**config.mk**
```make
export PLATFORM = sky130hd
export DESIGN_NAME = mem_port_arbiter
export DESIGN_NICKNAME = d
export VERILOG_FILES = /design/src/rtl/mem_port_arbiter.sv
export SDC_FILE = /design/constraint.sdc
export NUM_CORES = 1
export LEC_CHECK = 0
export BUFFER_PORTS_ARGS = -buffer_cell sky130_fd_sc_hd__buf_2
export CORE_AREA = 2 2 226 228
export CTS_CLUSTER_DIAMETER = 100
export DETAILED_ROUTE_END_ITERATION = 10
export DIE_AREA = 0 0 228 230
export PLACE_DENSITY_LB_ADDON = 0.2
export SETUP_SLACK_MARGIN = 0.15
export SYNTH_ARGS = -nofsm -noshare
export SYNTH_HDL_FRONTEND = slang
export SYNTH_SLANG_ARGS = --single-unit
```
**constraint.sdc**
```tcl
create_clock -name clk -period 10.9 [get_ports clk]
set_clock_uncertainty 0.1 [all_clocks]
set_input_delay 3.27 -clock clk [delete_from_list [all_inputs] [get_ports clk]]
set_output_delay 3.27 -clock clk [all_outputs]
set_load 0.005 [all_outputs]
```
**src/rtl/mem_port_arbiter.sv**
```systemverilog
// mem_port_arbiter: shares one MIG command/write/read FIFO set among NUM_REQ requesters, one burst at a time.
// Optional MEM_ARB_FIXED_PRIORITY_EN: requester 0 (host path) wins whenever it asks; 1..NUM_REQ-1 stay round-robin.

module mem_port_arb_lane (
  input  logic pick_hit,
  input  logic can_pick,
  input  logic gnt_hit,
  input  logic in_write,
  input  logic in_read,
  input  logic mem_wr_ready,
  input  logic mem_rd_enable,
  output logic cmd_ready,
  output logic wr_ready,
  output logic rd_enable
);
  assign cmd_ready = can_pick & pick_hit;
  assign wr_ready  = in_write & gnt_hit & mem_wr_ready;
  assign rd_enable = in_read & gnt_hit & mem_rd_enable;
endmodule

module mem_port_arbiter #(
  parameter int NUM_REQ   = 4,
  parameter int MEM_WIDTH = 32,
  parameter int CMD_WIDTH = 65,
  localparam int GW = $clog2(NUM_REQ)
) (
  input  logic                         clk,
  input  logic                         reset_n,
  input  logic [NUM_REQ-1:0]           req_cmd_enable,
  output logic [NUM_REQ-1:0]           req_cmd_ready,
  input  logic [NUM_REQ*CMD_WIDTH-1:0] req_cmd_data,
  input  logic [NUM_REQ-1:0]           req_wr_enable,
  output logic [NUM_REQ-1:0]           req_wr_ready,
  input  logic [NUM_REQ*MEM_WIDTH-1:0] req_wr_data,
  output logic [NUM_REQ-1:0]           req_rd_enable,
  input  logic [NUM_REQ-1:0]           req_rd_ready,
  output logic [MEM_WIDTH-1:0]         req_rd_data,
  output logic                         mem_cmd_enable,
  input  logic                         mem_cmd_ready,
  output logic [CMD_WIDTH-1:0]         mem_cmd_data,
  output logic                         mem_wr_enable,
  input  logic                         mem_wr_ready,
  output logic [MEM_WIDTH-1:0]         mem_wr_data,
  input  logic                         mem_rd_enable,
  output logic                         mem_rd_ready,
  input  logic [MEM_WIDTH-1:0]         mem_rd_data,
  output logic                         busy,
  output logic [GW-1:0]                grant_id
);

  typedef struct packed {
    logic        rnw;
    logic [31:0] addr;
    logic [31:0] len;
  } cmd_t;

  typedef enum logic [1:0] {IDLE, ISSUE, WRITE, READ} state_t;

`ifdef MEM_ARB_FIXED_PRIORITY_EN
  localparam bit HOST_PRI = 1'b1;
`else
  localparam bit HOST_PRI = 1'b0;
`endif

  state_t        st, st_nxt;
  cmd_t          cmd_q, sel_cmd;
  logic [GW-1:0] rr_ptr, rr_nxt, pick;
  logic [GW:0]   rr_r;
  logic          pick_vld, host_win, cmd_take, can_pick;
  logic          cmd_xfer, data_xfer, last_word;
  logic [31:0]   word_count, wc_inc;

  // Scan ptr, ptr+1, ... mod NUM_REQ; the lowest offset with a request wins.
  function automatic logic [GW:0] rr_pick(input logic [NUM_REQ-1:0] en,
                                          input logic [GW-1:0] ptr,
                                          input logic skip0);
    logic [GW:0]   r;
    logic [GW-1:0] ci;
    int            c;
    r = '0;
    for (int k = NUM_REQ-1; k >= 0; k--) begin
      c  = (int'(ptr) + k) % NUM_REQ;
      ci = GW'(c);
      if (en[ci] && !(skip0 && ci == '0)) r = {1'b1, ci};
    end
    return r;
  endfunction

  assign rr_r     = rr_pick(req_cmd_enable, rr_ptr, HOST_PRI);
  assign host_win = HOST_PRI && req_cmd_enable[0];
  assign pick_vld = host_win || rr_r[GW];
  assign pick     = host_win ? '0 : rr_r[GW-1:0];
  assign rr_nxt   = (pick == GW'(NUM_REQ-1)) ? '0 : pick + 1'b1;
  assign sel_cmd  = req_cmd_data[pick*CMD_WIDTH +: CMD_WIDTH];

  assign cmd_take  = (st == IDLE) && pick_vld;
  // Gated by reset so the grant pulse is also forced low while reset is held.
  assign can_pick  = reset_n && cmd_take;
  assign cmd_xfer  = (st == ISSUE) && mem_cmd_ready;
  assign data_xfer = ((st == WRITE) && mem_wr_enable && mem_wr_ready) ||
                     ((st == READ)  && mem_rd_enable && mem_rd_ready);
  assign wc_inc    = word_count + 32'd1;
  assign last_word = (wc_inc == cmd_q.len);

  always_ff @(posedge clk or negedge reset_n) begin
    if (!reset_n) st <= IDLE;
    else          st <= st_nxt;
  end

  always_comb begin
    st_nxt = st;
    unique case (st)
      IDLE:  if (pick_vld && sel_cmd.len != 32'd0) st_nxt = ISSUE;
      ISSUE: if (mem_cmd_ready) st_nxt = cmd_q.rnw ? READ : WRITE;
      WRITE: if (data_xfer && last_word) st_nxt = IDLE;
      READ:  if (data_xfer && last_word) st_nxt = IDLE;
      default: st_nxt = IDLE;
    endcase
  end

  always_ff @(posedge clk or negedge reset_n) begin
    if (!reset_n) begin
      cmd_q      <= '0;
      grant_id   <= '0;
      rr_ptr     <= '0;
      word_count <= '0;
    end else begin
      if (cmd_take) begin
        cmd_q    <= sel_cmd;
        grant_id <= pick;
        // In host-priority mode a host grant leaves the 1..N-1 rotation untouched.
        if (!host_win) rr_ptr <= rr_nxt;
      end
      if (cmd_xfer)       word_count <= '0;
      else if (data_xfer) word_count <= wc_inc;
    end
  end

  always_comb begin
    mem_cmd_enable = 1'b0;
    mem_wr_enable  = 1'b0;
    mem_wr_data    = '0;
    mem_rd_ready   = 1'b0;
    req_rd_data    = '0;
    unique case (st)
      ISSUE: mem_cmd_enable = 1'b1;
      WRITE: begin
        mem_wr_enable = req_wr_enable[grant_id];
        mem_wr_data   = req_wr_data[grant_id*MEM_WIDTH +: MEM_WIDTH];
      end
      READ: begin
        mem_rd_ready = req_rd_ready[grant_id];
        req_rd_data  = mem_rd_data;
      end
      default: ;
    endcase
  end

  assign mem_cmd_data = cmd_q;
  assign busy         = (st != IDLE);

  for (genvar i = 0; i < NUM_REQ; i++) begin : g_lane
    mem_port_arb_lane u_lane (
      .pick_hit      (pick == GW'(i)),
      .can_pick      (can_pick),
      .gnt_hit       (grant_id == GW'(i)),
      .in_write      (st == WRITE),
      .in_read       (st == READ),
      .mem_wr_ready  (mem_wr_ready),
      .mem_rd_enable (mem_rd_enable),
      .cmd_ready     (req_cmd_ready[i]),
      .wr_ready      (req_wr_ready[i]),
      .rd_enable     (req_rd_enable[i])
    );
  end

endmodule

```
Word level (Yosys, flattened, before mapping) --
Index checks and enable logic that the tools add are counted.
Operators by class: shift-type cells 2, bitwise logic cells 20, equal/unequal tests 13, $lt $le $gt $ge 5, $add $sub $neg 5, multiply operators 1, reductions and logical operators 18, mux-type cells 29
Operators with widths (number):
- $shiftx A260 B10 Y65 | 1
- $mux W32 | 4
- $shiftx A128 B8 Y32 | 1
- $add A32 B1 Y32 const B | 1
- $eq A32 B32 Y1 | 1
- $reduce_bool A32 Y1 | 1
- $and A1 B1 Y1 | 20
- $lt A2 B3 Y1 const B | 5
- $bmux W1 S2 | 6
- $eq A2 B2 Y1 const B | 6
- $mux W3 | 4
- $mux W1 | 10
- $logic_and A1 B1 Y1 | 9
- $mul A2 B7 Y9 const B | 1
- $mux W2 | 4
- $eq A2 B1 Y1 const B | 3
- $logic_not A2 Y1 | 3
- $pmux W2 S3 | 1
- $add A2 B1 Y2 const B | 2
- $add A2 B2 Y2 const B | 2
- $ne A2 B1 Y1 const B | 2
- $reduce_bool A2 Y1 | 2
- $reduce_and A3 Y1 | 1
- $ne A2 B2 Y1 const B | 1
- 2 further kinds | 2
Storage, ports and cells: register bits after elaboration 103, output and inout bits 147, word-level logic and storage cells 100, bits of input ports 437

Logic depth before layout (Yosys ltp) --
word-level depth 13, depth in mapped cells 12, depth with buffers taken out 9

Hierarchy --
From an unflattened synthesis, not the netlist that was laid out.
Unflattened totals: cells, all modules 1216, area, all modules 9066.2 um^2
Modules (own cells, without submodules):
- mem_port_arbiter | seq. area each 2577.5 um^2, cells an instance 1204, instances 1, area an instance 8991.1 um^2
- mem_port_arb_lane | seq. area each 0.0 um^2, cells an instance 3, instances 4, area an instance 18.8 um^2

Worst setup path after synthesis --
Ideal clock, no wire load.
path kind input to output, start point input port req_cmd_enable[2], end point output port req_cmd_ready[2], path buffers 5, setup slack 2.509 ns, stages 11, data required time 7.530 ns, data arrival time 5.021 ns, path through nand2b_1 > a21o_1 > and3_1 > inv_2 > buf_4 > buf_2 > buf_2 > buf_2 > ha_1 > and3_1 > buf_4
Between the ends: cells in the longest elaborated chain, start to end 9, elaborated cells on any way between the ends 16, classes of those cells 1 x eq/ne; 12 x mux; 1 x bitwise; 2 x reduce/logical
RTL lines:
- start, declared | line 29 | input logic [NUM_REQ-1:0] req_cmd_enable,
- $bmux W1 S2 | line 84 | if (en[ci] && !(skip0 && ci == '0)) r = {1'b1, ci};
- $mux W1 (implied by the code) | line 84
- $mux W3 (3 in series) | line 84
- $mux W3 (*) | line 84
- $logic_and A1 B1 Y1 | line 96 | assign cmd_take = (st == IDLE) && pick_vld;
- $logic_and A1 B1 Y1 | line 98 | assign can_pick = reset_n && cmd_take;
- $and A1 B1 Y1 (*) | line 16 | assign cmd_ready = can_pick & pick_hit;
- end, declared | line 30 | output logic [NUM_REQ-1:0] req_cmd_ready,
Mark *: on every way between the ends. The rest lies on a longest branch, timed or not. The select of a mux whose other input is x is not followed.

Worst setup path in the final report --
start point input port req_cmd_enable[3], end point output port req_cmd_ready[1]
The elaborated chain is that of the path after synthesis.

==> metrics <==
vias in the first global route=roughly 11k; Placer Congestion=~0.94; clock latency on the worst-skew pair=between 300 and 400 ps; Syn-to-layout area delta=39.7%; Cell Pwr Density=about 100 nW/um^2; final net count=approximately 2.2k; Seq cells post-synth=between 100 and 150; antenna violations before repair=27; Clock Pin Slew Worst Setup and Hold Paths=around 80 ps; worst-path fanout max=19; period utilization=0.758; Post-DP Area=~13,000 um^2; type of origin of the critical path=primary input; Relative slew margins=0.322; Mapped Avg Cell Area=roughly 7.6 um^2; Most used DFF post-synth=dfrtp_1; CTS max path bufs=2; number of synthesized flops with an enable pin=0; Mapped Cells=around 1.2k; Worst Path Required=7530 ps; Max Fclk=0.121 GHz; DRT antenna net count=0; R2R setup slack=around 7000 ps; vias=10.9k; pre-CTS setup slack=2620 ps; Synth async-reset ratio=1.00; Mapped Area=9180 um^2; clock sink count=103; Starting Density=0.184; post-synth top area cell=dfrtp_1; clock root cell=clkbuf_16; synth warn=0; final hold vios=0; largest net degree at the start of global routing=between 80 and 90; Final Critical Period=8260 ps; most common cell in the netlist=nand2_1; Via-to-Cell Ratio=between 4 and 5; Netlist cell types=64; status=complete, no violations; RSZ-0062 raised after global routing=no; Setup CP Type=primary input to primary output; post-CTS resize count=0; DRC=0; setup TNS=0 ps; Post-CTS Setup Bufs=0; Hold Path Class=flop to flop; Final HPWL DP=40.3 mm; Crit-path slowest cell=inv_2; die area=approximately 52,000 um^2; die width=around 230 um; max-cap violations=0; Synth top area share=0.281; IO Count=a little under 600; Seq/Total Area, Yosys=0.281; crit path DAT=slightly below 5000 ps; Critical Path Max Stage Delay=between 200 and 300 ps; num rows=82; CTS H-tree depth=3; peak supply drop=between 0.06 and 0.07 mV; drt first pass iters=5; setup ws final=roughly 2600 ps; CP dominant cell by count=buf_2; Setup violations, final=0; TritonCTS clock tree=yes; LEAKAGE=approximately 6.3 nW; final WL=48.5 mm; Core Box Area=49,900 um^2; CTS buffer count=9; Hold-fix buffers, CTS=0; Worst-Margin Slew=1020 ps; Syn Nets=between 1.5k and 2k; first-pass GRT wire length=~70 mm; Area contributors post-synth=dfrtp_1 28%, mux4_2 11%, nand2_1 8.7%; crit-path cells=buf_2 -> nor2_1 -> a21oi_1 -> and4_1 -> buf_4 -> inv_2 -> ha_1 -> and3_1 -> buf_2; Initial DRC Count=around 590; design area=about 13,000 um^2; max-slew violation count=0; most common library cells after synthesis=214 x nand2_1, 193 x nor2_1, 153 x o21ai_0, 103 x dfrtp_1, 81 x nand3_1; Routed wire per std cell=roughly 20 um; Final Util=0.257; Setup crit end kind=primary output; GRT Util Overall=0.181; PortBufs=583; grt ovf=0; layout cells sized above 1=0.402; height of the chip=approximately 230 um
==> kinds of logic after synthesis <==
| group | share of synthesized area |
|---|---|
| AO/OA/AOI/OAI | 0.130 |
| multiplexers | 0.134 |
| buffers and inverters | 0.0634 |
| AND/OR/NAND/NOR | 0.346 |
| adder cells (fa/ha/maj) | 0.00681 |
| XOR/XNOR | 0.0391 |
| flip-flops | 0.281 |
==> cell type report <==
class                           instances  area (um^2)
Fill cell                            5675        37000
Sequential cell                       103         2580
Tap cell                              672          841
Antenna cell                            9         22.5
Timing Repair Buffer                  598         3030
Multi-Input combinational cell        992         6040
Clock buffer                            9          225
Inverter                               10         40.0
Clock inverter                          6         50.0
==> power breakdown <==
| part | internal [mW] | leakage, nW | total [mW] | switching, mW |
|---|---|---|---|---|
| Sequential | 0.416 | 1.26 | 0.469 | 0.0528 |
| Clock | 0.158 | 0.135 | 0.335 | 0.177 |
| Combinational | 0.223 | 4.89 | 0.503 | 0.280 |
==> registers in the layout, summed over array words and instances (netlist names) <==
name and count:
st 2, mem_cmd_data 65, rr_ptr 2, word_count 32, grant_id 2
==> layout by cell type, fill, tap and decap left out, types with 5 or more instances in the layout <==
master | synthesis | layout
mux2i_1 | 15 | 15
diode_2 | 0 | 9
nor4_1 | 24 | 24
xnor2_1 | 27 | 27
mux4_2 | 45 | 45
a21oi_1 | 12 | 11
buf_4 | 14 | 16
mux2_2 | 6 | 6
o21ai_0 | 153 | 153
nor3_1 | 10 | 10
inv_1 | 9 | 8
clkbuf_16 | 0 | 9
o41ai_1 | 7 | 7
and3_1 | 46 | 45
nand3_1 | 81 | 81
nor2_1 | 193 | 193
nor2b_1 | 40 | 40
nand4_1 | 15 | 15
nand2b_1 | 9 | 9
dfrtp_1 | 103 | 101
xor2_1 | 14 | 14
ha_1 | 5 | 5
o31ai_1 | 20 | 20
nand2_1 | 214 | 214
buf_2 | 16 | 582
==> stage by stage <==
step | std cells | hold slack, ps | total power, mW
final | 2399 | 374 | 1.31
after global routing | 2396 | 409 | 1.41
after CTS | 2390 | 383 | 1.33
after detailed placement | 2375 | 364 | 0.985
after global placement | 2375 | 359 | 0.981
after floorplan | 1212 | 370 | 0.736
==> worst max-delay path: cells and delay by family <==
family          cells  cell delay [ps]
compound gates      1               60
fa+ha+maj           1              190
buf+inv             4              770
simple gates        3              590
==> routing by layer <==
metal | part of all wire | GRT usage | vias to the layer above
met3 | 0.083 | 0.0626 | 64
met4 | 0.021 | 0.0472 | 16
met5 | 0.0022 | 0 | -
met2 | 0.45 | 0.281 | 421
met1 | 0.45 | 0.238 | 5133
li1 | - | - | 5252
==> final timing paths <==
path / startpoint / end / depth (start not counted)
min: mem_cmd_data[55] / mem_cmd_data[55] / 2
max in group asynchronous: reset_n / mem_cmd_data[60] / 3
max: req_cmd_enable[3] / req_cmd_ready[1] / 9
min in group asynchronous: reset_n / mem_cmd_data[52] / 1
max reg2reg: grant_id[0] / word_count[11] / 11
min reg2reg: mem_cmd_data[55] / mem_cmd_data[55] / 2
(Power assumes the default switching activity.)
